## src/rtl/bip_cpu_param.sv

```systemverilog
// Single-cycle accumulator CPU: one instruction per valid fetch, with stall,
// halt, branch and a saturating retired-instruction counter.
module bip_cpu_param #(
    parameter int unsigned DATA_W = 16,
    parameter int unsigned ADDR_W = 11,
    parameter int unsigned CNT_W  = 16,
    localparam int unsigned INSTR_W = 5 + ADDR_W
) (
    input  logic               CLK,
    input  logic               RESET,
    input  logic [INSTR_W-1:0] INSTRUCTION,
    input  logic               PM_VALID,
    input  logic [DATA_W-1:0]  DM_IN,
    output logic [ADDR_W-1:0]  ADDR_PM,
    output logic [ADDR_W-1:0]  ADDR_DM,
    output logic [DATA_W-1:0]  ACC,
    output logic               RD,
    output logic               WR,
    output logic               WR_ACC,
    output logic               HALTED,
    output logic [CNT_W-1:0]   RETIRED
);

    typedef enum logic [4:0] {
        OP_HLT  = 5'b00000,
        OP_STO  = 5'b00001,
        OP_LD   = 5'b00010,
        OP_LDI  = 5'b00011,
        OP_ADD  = 5'b00100,
        OP_ADDI = 5'b00101,
        OP_SUB  = 5'b00110,
        OP_SUBI = 5'b00111,
        OP_AND  = 5'b01000,
        OP_OR   = 5'b01001,
        OP_XOR  = 5'b01010,
        OP_JMP  = 5'b01011,
        OP_BEQ  = 5'b01100,
        OP_BNE  = 5'b01101
    } opcode_t;

    opcode_t            opcode;
    logic [ADDR_W-1:0]  operand;
    logic [DATA_W-1:0]  imm;

    logic [ADDR_W-1:0]  pc;
    logic [DATA_W-1:0]  acc;
    logic               halted;
    logic [CNT_W-1:0]   retired;

    logic               issue;
    logic               rd_dec;
    logic               wr_dec;
    logic               wr_acc_dec;
    logic               halt_next;
    logic [ADDR_W-1:0]  pc_plus1;
    logic [ADDR_W-1:0]  pc_next;
    logic [DATA_W-1:0]  acc_next;

    assign opcode   = opcode_t'(INSTRUCTION[INSTR_W-1:ADDR_W]);
    assign operand  = INSTRUCTION[ADDR_W-1:0];
    assign pc_plus1 = pc + ADDR_W'(1);

    generate
        if (ADDR_W >= DATA_W) begin : g_imm_trunc
            assign imm = operand[DATA_W-1:0];
        end else begin : g_imm_sext
            assign imm = {{(DATA_W-ADDR_W){operand[ADDR_W-1]}}, operand};
        end
    endgenerate

    // RESET in the issue term also forces the strobes low while reset is held.
    assign issue = RESET && PM_VALID && !halted;

    always_comb begin
        rd_dec     = 1'b0;
        wr_dec     = 1'b0;
        wr_acc_dec = 1'b0;
        halt_next  = 1'b0;
        pc_next    = pc_plus1;
        acc_next   = acc;
        case (opcode)
            OP_HLT: begin
                halt_next = 1'b1;
                pc_next   = pc;
            end
            OP_STO:  wr_dec = 1'b1;
            OP_LD: begin
                rd_dec     = 1'b1;
                wr_acc_dec = 1'b1;
                acc_next   = DM_IN;
            end
            OP_LDI: begin
                wr_acc_dec = 1'b1;
                acc_next   = imm;
            end
            OP_ADD: begin
                rd_dec     = 1'b1;
                wr_acc_dec = 1'b1;
                acc_next   = acc + DM_IN;
            end
            OP_ADDI: begin
                wr_acc_dec = 1'b1;
                acc_next   = acc + imm;
            end
            OP_SUB: begin
                rd_dec     = 1'b1;
                wr_acc_dec = 1'b1;
                acc_next   = acc - DM_IN;
            end
            OP_SUBI: begin
                wr_acc_dec = 1'b1;
                acc_next   = acc - imm;
            end
            OP_AND: begin
                rd_dec     = 1'b1;
                wr_acc_dec = 1'b1;
                acc_next   = acc & DM_IN;
            end
            OP_OR: begin
                rd_dec     = 1'b1;
                wr_acc_dec = 1'b1;
                acc_next   = acc | DM_IN;
            end
            OP_XOR: begin
                rd_dec     = 1'b1;
                wr_acc_dec = 1'b1;
                acc_next   = acc ^ DM_IN;
            end
            OP_JMP:  pc_next = operand;
            OP_BEQ:  pc_next = (acc == '0) ? operand : pc_plus1;
            OP_BNE:  pc_next = (acc != '0) ? operand : pc_plus1;
            default: ;
        endcase
    end

    always_ff @(posedge CLK or negedge RESET) begin
        if (!RESET) begin
            pc      <= '0;
            acc     <= '0;
            halted  <= 1'b0;
            retired <= '0;
        end else if (issue) begin
            pc     <= pc_next;
            acc    <= acc_next;
            halted <= halt_next;
            if (retired != '1)
                retired <= retired + CNT_W'(1);
        end
    end

    assign ADDR_PM = pc;
    assign ADDR_DM = operand;
    assign ACC     = acc;
    assign RD      = issue && rd_dec;
    assign WR      = issue && wr_dec;
    assign WR_ACC  = issue && wr_acc_dec;
    assign HALTED  = halted;
    assign RETIRED = retired;

endmodule

```

## config.mk

```make
export PLATFORM = sky130hd
export DESIGN_NAME = bip_cpu_param
export DESIGN_NICKNAME = d
export VERILOG_FILES = /design/src/rtl/bip_cpu_param.sv
export SDC_FILE = /design/constraint.sdc
export NUM_CORES = 1
export LEC_CHECK = 0
export CAP_MARGIN = 40
export CORE_MARGIN = 5
export CORE_UTILIZATION = 40
export CTS_CLUSTER_DIAMETER = 40
export DETAILED_ROUTE_END_ITERATION = 12
export SLEW_MARGIN = 15
export SYNTH_ARGS = -nofsm -noshare
export SYNTH_HDL_FRONTEND = slang
export SYNTH_SLANG_ARGS = --single-unit
```

## constraint.sdc

```tcl
create_clock -name CLK -period 3.15 [get_ports CLK]
set_clock_uncertainty 0.1 [all_clocks]
set_input_delay 0.63 -clock CLK [delete_from_list [all_inputs] [get_ports CLK]]
set_output_delay 0.63 -clock CLK [all_outputs]
set_load 0.005 [all_outputs]
```

==> results_dict.tcl <==
set metrics [dict create \
    fmax_mhz 286 \
    seqPwrFrac_pct 26.5 \
    start_kind "input pin" \
    async_reset_ff_share_pct 100 \
    synth_simple_gate_area_share_pct 21.0 \
    setup_viol 10 \
    num_vias 5760 \
    cts.sinks 44 \
    hold_violations 0 \
    ir_drop_mv 0.366 \
    cts_tree "done" \
    power.share.switching_pct 40.3 \
    core_area_um2 12200 \
    fp-row-count 40 \
    cp.arrival_ns 3.59 \
    path_max_fanout 4 \
    place_inst 977 \
    grt_max_degree 45 \
    tightestPinTransition_ns 0.629 \
    syn_nets 708 \
    p_comb_share_pct 57.5 \
    fin_util_pct 64.6 \
    synth-compound-area-share_pct 25.6 \
    root_buffer "clkbuf_16" \
    muxShareOfSynthArea_pct 3.82 \
    outcome "finished with violations" \
    synth_area_leaders "dfrtp_1, ha_1, xnor2_1, a21oi_1, nand2_1" \
    p_leak_nw 3.45 \
    cap_violations 0 \
    numPortBuffers 92 \
    yosysUniqueCellTypes 70 \
    nNetsFinal 934 \
    cp_num_buf_inv 3 \
    diodes 0 \
    slew_headroom_pct 58.0 \
    p_int_mw 2.18 \
    hold_class "input pin to async pin" \
    dieWidth_um 122 \
    synth_area_um2 5010 \
    dp_hpwl_um 14100 \
    grt_pass1_wl_um 30100 \
    cp_slowest_cell "or4_4" \
    drt_iter0_drc 506 \
    stdcell_count 1015 \
    die_height_um 122 \
    clkTransAtPathRegs_ns 0.08 \
    timing.final.crit_share_pct 111 \
    p_per_area_nw_per_um2 465 \
    start_util_pct 41.2 \
    cp.required_ns 3.25 \
    first_pass_iters 5 \
    rsz0062_at_grt "true" \
    final_design_area_no_fill_um2 7850 \
    pwr-share-clk_pct 16.0 \
    yosys.area.top_type "dfrtp_1" \
    path_class "input pin to register" \
    ys.flop_type "dfrtp_1" \
    clkLatencyLatePin_ns 0.31 \
    final.min_clock_period_ns 3.49 \
    slowest_delay_ns 0.53 \
    ys_ff_latch 44 \
    violations "negative setup slack" \
    cp-end-kind "register" \
    layout_setup_ws_ns -0.345 \
    drive_above_1_share_pct 33.1 \
    final_max_slew_viol_count 0 \
    pre_cts_ws_ns -1.03 \
    antenna_found_initial 0 \
    power_switching_mw 1.47 \
    grt_pass1_vias 5924 \
    area_growth_syn_to_layout_pct 56.7 \
    cts_hold_buf 0 \
    synth-seq-area-share_pct 22.0 \
    synth_top_family_by_area "compound AO/OA/AOI/OAI gates" \
    syn_area_per_cell_um2 8.08 \
    die_area_um2 14900 \
    ctsHtreeMaxLevel 2 \
    synth_xor_area_share_pct 6.12 \
    cp_common_cell "a211o_1" \
    netlist_instances 620 \
    cts_buffer_depth 2 \
    fin_hold_ws_ns 0.385 \
    dpl_cell_area_um2 7060 \
    cp_cell_sequence "buf_4, or4_4, buf_6, nor4_4, o21ai_1, a21boi_2, a31oi_1, o211ai_1, ha_4, inv_2, o21bai_1, a211o_1, a21oi_2, a211o_1, mux2i_1, or2_1" \
    ios 93 \
    cpLargestDelayFamily "compound AO/OA/AOI/OAI gates" \
    synth_top_area_share_pct 22.0 \
    synthAdderAreaFrac_pct 13.4 \
    gp_congestion 0.969 \
    cts_buffers 5 \
    wirelength_um 19300 \
    synth_edf_count 0 \
    ant_nets 0 \
    drc_errors 0 \
    ys_warn_count 0 \
    via_per_inst 5.67 \
    routedWlPerCell_um 19.0 \
    grt_usage_pct 25.7 \
    grt-ovfl-total 0 \
]
[logic make-up after synthesis]
| family | count (synthesis) |
|---|---|
| DFF | 44 |
| and+or+nand+nor | 198 |
| muxes | 19 |
| AOI/OAI and AO/OA | 183 |
| adders and majority gates | 53 |
| xor gates and xnor gates | 35 |
| buffers and inverters | 88 |
[worst reg2reg max path, stage by stage (launching register included)]
cell,delay (ns)
dfrtp_1,0.47
inv_1,0.16
ha_1,0.16
inv_1,0.05
fa_2,0.36
a21o_1,0.23
a21oi_4,0.17
o21ai_2,0.11
a31oi_1,0.20
o21ba_1,0.17
mux2i_1,0.19
o221ai_1,0.12
[worst paths after layout]
| check | from | endpoint | slack, ns | cells past startpoint |
|---|---|---|---|---|
| max | INSTRUCTION[3] | ACC[15]$_DFFE_PN0P_ | -0.34 | 16 |
| min | RESET | RETIRED[12]$_DFFE_PN0P_ | 0.38 | 2 |
| max reg2reg | ACC[0]$_DFFE_PN0P_ | ACC[14]$_DFFE_PN0P_ | 0.55 | 11 |
| min reg2reg | RETIRED[15]$_DFFE_PN0P_ | RETIRED[15]$_DFFE_PN0P_ | 0.41 | 1 |
| max in group asynchronous | RESET | ACC[0]$_DFFE_PN0P_ | 2.15 | 2 |
| min in group CLK | RETIRED[15]$_DFFE_PN0P_ | RETIRED[15]$_DFFE_PN0P_ | 0.41 | 1 |
[synth_stat cells (all sizes together) (3+ instances only)]
master and instances:
a41oi 6, o311ai 3, nand4 10, xor2 5, dfrtp 44, nor4 15
or2 4, a2111oi 3, nor3 13, a22oi 12, o21a 5, mux2i 18
a21oi 44, a222oi 3, buf 32, and2 5, o211ai 10, and3 3
a21o 5, nand2b 6, o21ai 20, a2bb2oi 7, nor2b 6, and4 3
o21bai 7, a221oi 12, or3 5, inv 43, nor2 46, a31oi 7
ha 52, nand2 57, clkbuf 13, xnor2 30, nand3 16, o22ai 16
o32ai 3, o31ai 6
[power groups by stage]
stage	Sequential (mW)	Clock (mW)	Combinational [mW]
after global routing	0.992	0.619	2.27
after global placement	0.957	0	1.77
after detailed placement	0.965	0	1.79
after floorplan	0.906	0	0.910
after CTS	0.958	0.599	1.93
final	0.966	0.584	2.10
[stage by stage]
step | TNS, ns | total power, mW
final | -1.50 | 3.65
after global routing | -2.82 | 3.89
after CTS | -1.70 | 3.49
after detailed placement | -11.76 | 2.76
after global placement | -11.15 | 2.73
after floorplan | -1.14 | 1.82
[flip-flops by register name, summed over array words and instances (netlist names)]
signal / flops
ACC: 16
RETIRED: 16
HALTED: 1
ADDR_PM: 11
[routing by layer]
metal / vias up / wire length (um) / track usage, % / share of wire, %
li1: 2730 / - / - / -
met1: 2760 / 8330 / 33.4 / 43
met2: 236 / 9000 / 40.7 / 47
met3: 34 / 1500 / 7.01 / 7.8
met4: 0 / 473 / 9.94 / 2.5
met5: - / 0 / 0 / 0
[placed cells by master, fill, tap and decap left out, types with 8 or more instances in the layout]
cell and count:
buf_4 152, clkdlybuf4s50_1 70, nand2_1 52, ha_1 46, dfrtp_1 44, nor2_1 40
inv_1 36, a21oi_1 32, xnor2_1 27, buf_6 19, mux2i_1 18, nand3_1 16
o22ai_1 14, a22oi_1 12, a21oi_2 10, nand4_1 10, nor3_1 10, o21ai_1 9
o21ai_0 9, o211ai_1 9, a221oi_1 8, dlygate4sd2_1 8
[area by class of cell]
cell class	instances	area [um^2]
clock buffers	5	125
clock inverters	3	26.3
fillers	1029	4310
inverters	43	161
multi-input cells	488	3960
flip-flops and latches	44	1100
well taps	168	210
repair buffers	264	2270
[timing repair]
action	4_1_cts	5_1_grt
buffers inserted	22	8
setup endpoints to repair	16	12
pin swaps	67	54
gates resized for setup	112	46
Note: power is estimated with default switching activity, not from simulation.
